===== config.mk =====
export PLATFORM = sky130hd
export DESIGN_NAME = pipeline_hazard_ctrl
export DESIGN_NICKNAME = d
export VERILOG_FILES = /design/src/rtl/pipeline_hazard_ctrl.sv
export SDC_FILE = /design/constraint.sdc
export NUM_CORES = 1
export LEC_CHECK = 0
export ABC_CLOCK_PERIOD_IN_PS = 1800
export CORE_MARGIN = 1
export CORE_UTILIZATION = 30
export CTS_CLUSTER_SIZE = 16
export DETAILED_ROUTE_END_ITERATION = 16
export GPL_ROUTABILITY_DRIVEN = 1
export HOLD_SLACK_MARGIN = 0.02
export PLACE_DENSITY = 0.57
export SLEW_MARGIN = 20
export SYNTH_ARGS = -nofsm -noshare
export SYNTH_HDL_FRONTEND = slang
export SYNTH_SLANG_ARGS = --single-unit

===== constraint.sdc =====
create_clock -name clk -period 1.8 [get_ports clk]
set_clock_uncertainty 0.05 [all_clocks]
set_input_delay 0.27 -clock clk [delete_from_list [all_inputs] [get_ports clk]]
set_output_delay 0.27 -clock clk [all_outputs]
set_load 0.03 [all_outputs]

===== src/rtl/pipeline_hazard_ctrl.sv =====
// pipeline_hazard_ctrl
//   Hazard and sequencing controller for the 5-stage RISC-V pipeline. It keeps
//   a private tag pipeline (EX, MEM, WB) fed from the ID decode fields. From
//   those tags it drives the stall/flush/bubble/freeze controls and the EX
//   forwarding selects.
//
//   Optional build macro: HAZ_PERF_CNT_EN enables the stall/flush performance
//   counters. When it is undefined, both counter ports are tied to zero.
//
// Ports
//   clk, reset        clock; synchronous active-high reset
//   id_*              ID-stage decode fields (valid, rs1/rs2/rd, use flags,
//                     reg_write, is_load)
//   ex_branch_taken   EX resolved a taken branch/JAL/JALR
//   mem_ready         data memory completed its access this cycle
//   stall_if/stall_id hold PC / IF-ID register
//   flush_id          invalidate IF-ID register
//   bubble_ex         load NOP into ID-EX register
//   freeze            hold ID-EX, EX-MEM, MEM-WB registers
//   fwd_a_sel/b_sel   EX operand source: 00 regfile, 01 EX/MEM, 10 MEM/WB
//   perf_stall_cnt    load-use + memory-wait stall cycles
//   perf_flush_cnt    branch flush events
module pipeline_hazard_ctrl #(
  parameter int REG_AW = 5,
  parameter int CNT_W  = 32
) (
  input  logic              clk,
  input  logic              reset,
  input  logic              id_valid,
  input  logic [REG_AW-1:0] id_rs1,
  input  logic [REG_AW-1:0] id_rs2,
  input  logic              id_use_rs1,
  input  logic              id_use_rs2,
  input  logic [REG_AW-1:0] id_rd,
  input  logic              id_reg_write,
  input  logic              id_is_load,
  input  logic              ex_branch_taken,
  input  logic              mem_ready,
  output logic              stall_if,
  output logic              stall_id,
  output logic              flush_id,
  output logic              bubble_ex,
  output logic              freeze,
  output logic [1:0]        fwd_a_sel,
  output logic [1:0]        fwd_b_sel,
  output logic [CNT_W-1:0]  perf_stall_cnt,
  output logic [CNT_W-1:0]  perf_flush_cnt
);

  typedef struct packed {
    logic [REG_AW-1:0] rd;
    logic              reg_write;
    logic              is_load;
  } dst_t;

  typedef struct packed {
    logic [REG_AW-1:0] rs1;
    logic [REG_AW-1:0] rs2;
    logic              use_rs1;
    logic              use_rs2;
  } src_t;

  // Valid bits of the tag slots as a shift register: [0]=EX, [1]=MEM, [2]=WB.
  logic [2:0] vld_pipe;
  dst_t       dst_ex, dst_mem, dst_wb;
  src_t       src_ex;

  logic ex_live, mem_live, wb_live;
  logic memwait, branch, loaduse_raw, loaduse, bubble;

  // x0 never produces a hazard or a forward.
  assign ex_live  = vld_pipe[0] && dst_ex.reg_write  && (dst_ex.rd  != '0);
  assign mem_live = vld_pipe[1] && dst_mem.reg_write && (dst_mem.rd != '0);
  assign wb_live  = vld_pipe[2] && dst_wb.reg_write  && (dst_wb.rd  != '0);

  assign loaduse_raw = id_valid && ex_live && dst_ex.is_load &&
                       ((id_use_rs1 && (id_rs1 == dst_ex.rd)) ||
                        (id_use_rs2 && (id_rs2 == dst_ex.rd)));

  // Priority: memory wait > taken branch > load-use. A taken branch already
  // squashes the ID instruction, so a load-use stall for it is moot.
  assign memwait = !mem_ready;
  assign branch  = !memwait && ex_branch_taken;
  assign loaduse = !memwait && !ex_branch_taken && loaduse_raw;
  assign bubble  = branch || loaduse;

  function automatic logic [1:0] fwd_pick(input logic use_src,
                                          input logic [REG_AW-1:0] src);
    fwd_pick = 2'b00;
    if (vld_pipe[0] && use_src) begin
      // The younger producer in MEM wins over WB.
      if (mem_live && (dst_mem.rd == src))     fwd_pick = 2'b01;
      else if (wb_live && (dst_wb.rd == src))  fwd_pick = 2'b10;
    end
  endfunction

  // Reset forces every control low in the same cycle.
  always_comb begin
    stall_if  = 1'b0;
    stall_id  = 1'b0;
    flush_id  = 1'b0;
    bubble_ex = 1'b0;
    freeze    = 1'b0;
    fwd_a_sel = 2'b00;
    fwd_b_sel = 2'b00;
    if (!reset) begin
      stall_if  = memwait || loaduse;
      stall_id  = memwait || loaduse;
      flush_id  = branch;
      bubble_ex = bubble;
      freeze    = memwait;
      // Tags are held during a memory wait, so these stay stable.
      fwd_a_sel = fwd_pick(src_ex.use_rs1, src_ex.rs1);
      fwd_b_sel = fwd_pick(src_ex.use_rs2, src_ex.rs2);
    end
  end

  always_ff @(posedge clk) begin
    if (reset) begin
      vld_pipe <= '0;
      dst_ex   <= '0;
      dst_mem  <= '0;
      dst_wb   <= '0;
      src_ex   <= '0;
    end else if (!memwait) begin
      vld_pipe <= {vld_pipe[1:0], id_valid && !bubble};
      dst_wb   <= dst_mem;
      dst_mem  <= dst_ex;
      dst_ex   <= '{rd: id_rd, reg_write: id_reg_write, is_load: id_is_load};
      src_ex   <= '{rs1: id_rs1, rs2: id_rs2,
                    use_rs1: id_use_rs1, use_rs2: id_use_rs2};
    end
  end

  // is_load only matters in EX; the MEM/WB copies just travel with the tag.
  logic unused_tag;
  assign unused_tag = dst_mem.is_load ^ dst_wb.is_load;

`ifdef HAZ_PERF_CNT_EN
  localparam logic [CNT_W-1:0] CNT_ONE = CNT_W'(1);
  logic [CNT_W-1:0] stall_cnt_q, flush_cnt_q;

  always_ff @(posedge clk) begin
    if (reset) begin
      stall_cnt_q <= '0;
      flush_cnt_q <= '0;
    end else begin
      if (memwait || loaduse) stall_cnt_q <= stall_cnt_q + CNT_ONE;
      if (branch)             flush_cnt_q <= flush_cnt_q + CNT_ONE;
    end
  end

  assign perf_stall_cnt = stall_cnt_q;
  assign perf_flush_cnt = flush_cnt_q;
`else
  assign perf_stall_cnt = '0;
  assign perf_flush_cnt = '0;
`endif

endmodule


==> flow_summary.rst <==
.. list-table::
   :header-rows: 1

   * - Metric
     - Value
   * - Net count of the finished layout
     - roughly 330
   * - Worst vdd rail ir drop
     - ~0.00045 V
   * - Total instance count after detailed placement
     - between 300 and 400
   * - Crit share post-route
     - 124%
   * - Power per Cell Area
     - between 600 and 700 nW/um^2
   * - Share of synthesized flip-flops with an asynchronous set or reset
     - 0%
   * - Worst endpoint data arrival time
     - 1.91 ns
   * - Clock tree from TritonCTS
     - done
   * - Number of vias in the routed layout
     - 1625
   * - Number of maximum-capacitance violations
     - 0
   * - Endpoint required time on the critical path
     - 1.48 ns
   * - Routed via count divided by cell count
     - 4.01
   * - GRT Max-Usage Layer
     - met2
   * - DRC violations left
     - 0
   * - Placeable Area
     - approximately 6900 sq um
   * - Via count of the first global-routing pass
     - around 1600
   * - Root buf cell
     - sky130_fd_sc_hd__clkbuf_8
   * - Overall die width
     - approximately 87 microns
   * - Post-DR wirelength/cell
     - ~12 microns
   * - Yosys synthesis warning count
     - 0
   * - # rows
     - 30
   * - Max Buffers Root-to-Sink
     - 2
   * - Minimum setup slack in the final design
     - -0.427 ns
   * - Critical Path Start
     - dst_mem[6]
   * - Worst skew pair latency
     - about 0.30 ns
   * - Final ANT Viol Nets
     - 0
   * - Setup repair after global routing missed its margin
     - true
   * - Worst r2r src
     - dst_ex[6]
   * - Layout Area Growth over Synthesis
     - 38.1%
   * - Final TNS setup
     - -2.52 ns
   * - Sequential Area
     - between 700 and 800 sq um
   * - Multi-input logic area
     - ~1300 sq um
   * - IO buf count
     - 32
   * - # fillers
     - roughly 670
   * - Clock-pin slew on the worst setup and hold paths
     - 0.08 ns
   * - Placement-stage worst setup slack
     - -0.466 ns
   * - Utilization after layout
     - roughly 43%
   * - Number of sinks on the clock net
     - 34
   * - Gr usage total
     - approximately 14%
   * - IO Count
     - between 90 and 100
   * - H-tree depth
     - 2
   * - Die Area
     - 7550 sq um
   * - Initial cell density of the core
     - roughly a third
   * - Fin. max-slew vios
     - 0
   * - Largest cells by area after synthesis
     - sky130_fd_sc_hd__dfxtp_1 31%, sky130_fd_sc_hd__buf_4 23%, sky130_fd_sc_hd__mux2i_1 15%
   * - Flops & latches, synth
     - 34
   * - Mapped Area
     - ~2200 sq um
   * - Violations in the final reports
     - negative setup slack
   * - Crit-path max FO
     - 3
   * - Worst hold margin
     - approximately 0.24 ns
   * - Start point of the worst hold path
     - id_rs1[2]
   * - Critical path start-end classification
     - reg2out
   * - Detailed Route WL
     - around 4800 microns
   * - Post-synth EDFFs
     - 0
   * - Worst hold path depth
     - 3
   * - Synth Flop Type
     - sky130_fd_sc_hd__dfxtp_1
   * - Clock period minus worst slack
     - roughly 2.2 ns
   * - Number of hold violations in the final report
     - 0
   * - Global-route wire length before repair
     - a little under 8000 microns
   * - Number of non-filler instances in the completed layout
     - around 410
   * - Leakage power
     - 1.46 nW
   * - Maximum frequency from static timing analysis
     - around 450 MHz
   * - Synth Instances
     - about 240
   * - Crit path capture type
     - output port
   * - Status
     - finished, violations left
   * - Depth of the worst register-to-register path
     - 5
   * - Detailed-router iteration count before antenna repair
     - 4
   * - Avg Inst Size Synth
     - 9.12 sq um
   * - Met3 GRT Util
     - under 10%
   * - Met2 usage in global routing
     - between 20% and 30%
   * - Half-perimeter wire length of the detailed placement result
     - ~3500 microns
   * - Netlist cell types
     - 29
   * - Final-report setup violation count
     - 8
   * - Met1 track demand over resource in global routing
     - around 18%
   * - Placer's final routability congestion estimate
     - 0.779
   * - Share of post-route cells with drive strength above 1
     - ~28%
   * - Antenna violations before repair
     - 0
   * - Worst hold path type
     - in2reg
   * - GR Overflow Total
     - 0
   * - Die Ht
     - slightly below 90 microns
   * - Largest net degree at the start of global routing
     - 27
   * - CP startpoint kind
     - flop
   * - Sequential-to-total area share from yosys stat
     - a little under a third
   * - Top cell type's share of synthesized area
     - a little under a third
   * - Violation count after the first detailed-routing iteration
     - between 70 and 80
   * - CTS buffer count
     - 5
   * - Antenna diode count
     - 0
   * - Top cell type by total area after synthesis
     - sky130_fd_sc_hd__dfxtp_1
worst paths after layout:
kind | endpoint | slack [ns]
setup / recovery | fwd_b_sel[0] | -0.43
setup reg to reg | vld_pipe[0] | -0.03
hold reg to reg | dst_ex[0] | 0.45
hold / removal | src_ex[9] | 0.24
cells in the final DEF, fill, tap and decap left out, types with 2 or more instances in the layout:
master,n
sky130_fd_sc_hd__dfxtp_2,3
sky130_fd_sc_hd__buf_12,2
sky130_fd_sc_hd__nor4_4,5
sky130_fd_sc_hd__clkdlybuf4s50_1,14
sky130_fd_sc_hd__nand3_1,3
sky130_fd_sc_hd__dfxtp_1,26
sky130_fd_sc_hd__nand4_1,2
sky130_fd_sc_hd__dfxtp_4,5
sky130_fd_sc_hd__or4_4,3
sky130_fd_sc_hd__clkbuf_8,5
sky130_fd_sc_hd__xor2_1,15
sky130_fd_sc_hd__and3_1,2
sky130_fd_sc_hd__buf_6,7
sky130_fd_sc_hd__dlygate4sd2_1,2
sky130_fd_sc_hd__mux2i_1,33
sky130_fd_sc_hd__dlymetal6s2s_1,6
sky130_fd_sc_hd__xnor2_1,13
sky130_fd_sc_hd__nor2_1,34
sky130_fd_sc_hd__conb_1,64
sky130_fd_sc_hd__buf_4,40
worst max-delay path, cell delays in order, from the launching register on:
cell and delay (ns):
sky130_fd_sc_hd__dfxtp_4 0.36, sky130_fd_sc_hd__or4_4 0.53, sky130_fd_sc_hd__o211ai_4 0.27, sky130_fd_sc_hd__nor4_4 0.07, sky130_fd_sc_hd__and3_2 0.24, sky130_fd_sc_hd__buf_6 0.14
kinds of logic after synthesis:
group	after synthesis	synth area share, %
simple gates	59	13.9
mux	33	15.3
other cells	1	0.173
flops	34	31.5
buf+inv	73	24.2
compound gates	7	2.84
xor+xnor	30	12.2
per-stage QoR:
step	cell area, sq um	total power, mW
after global placement	2640	1.32
after detailed placement	2640	1.32
after global routing	2990	2.16
final	2990	2.07
after CTS	2910	2.06
after floorplan	2430	1.27
sequential cells by signal, indices dropped and copies added (netlist names):
| register | count |
|---|---|
| src_ex | 12 |
| dst_ex | 7 |
| dst_mem | 6 |
| dst_wb | 6 |
| vld_pipe | 3 |
layout make-up:
type / count / share of cell area [%]
flip-flops and latches: 34 / 23.5
multi-input cells: 193 / 45.2
repair buffers: 74 / 23.6
clock buffers: 6 / 2.43
clock inverters: 2 / 1.26
well taps: 96 / 4.02
cells in the mapped netlist (2+ instances only):
| cell type | number |
|---|---|
| sky130_fd_sc_hd__and3_1 | 2 |
| sky130_fd_sc_hd__mux2i_1 | 33 |
| sky130_fd_sc_hd__buf_4 | 65 |
| sky130_fd_sc_hd__or4_1 | 3 |
| sky130_fd_sc_hd__nand3_1 | 3 |
| sky130_fd_sc_hd__nor2_1 | 35 |
| sky130_fd_sc_hd__nor4_1 | 4 |
| sky130_fd_sc_hd__buf_2 | 4 |
| sky130_fd_sc_hd__xnor2_1 | 14 |
| sky130_fd_sc_hd__dfxtp_1 | 34 |
| sky130_fd_sc_hd__xor2_1 | 16 |
| sky130_fd_sc_hd__clkbuf_1 | 4 |
| sky130_fd_sc_hd__nand4_1 | 2 |
| sky130_fd_sc_hd__and3_2 | 2 |
| sky130_fd_sc_hd__nor4_2 | 2 |
layer usage:
layer | routed length [microns] | vias to the layer above
li1 | - | 804
met1 | 2170 | 747
met2 | 2350 | 67
met3 | 229 | 7
met4 | 85 | 0
met5 | 0 | -
power breakdown:
group,switching (mW),internal (mW)
clock network,0.293,0.413
registers,0.0369,0.784
logic,0.337,0.202
total,0.667,1.40
timing repair:
action,CTS,global route
setup endpoints to repair,10,8
pin swaps,10,7
hold buffers,0,0
cloned,1,0
gates resized for setup,35,16
setup buffers,1,0
Power figures use the tool's default switching activity.
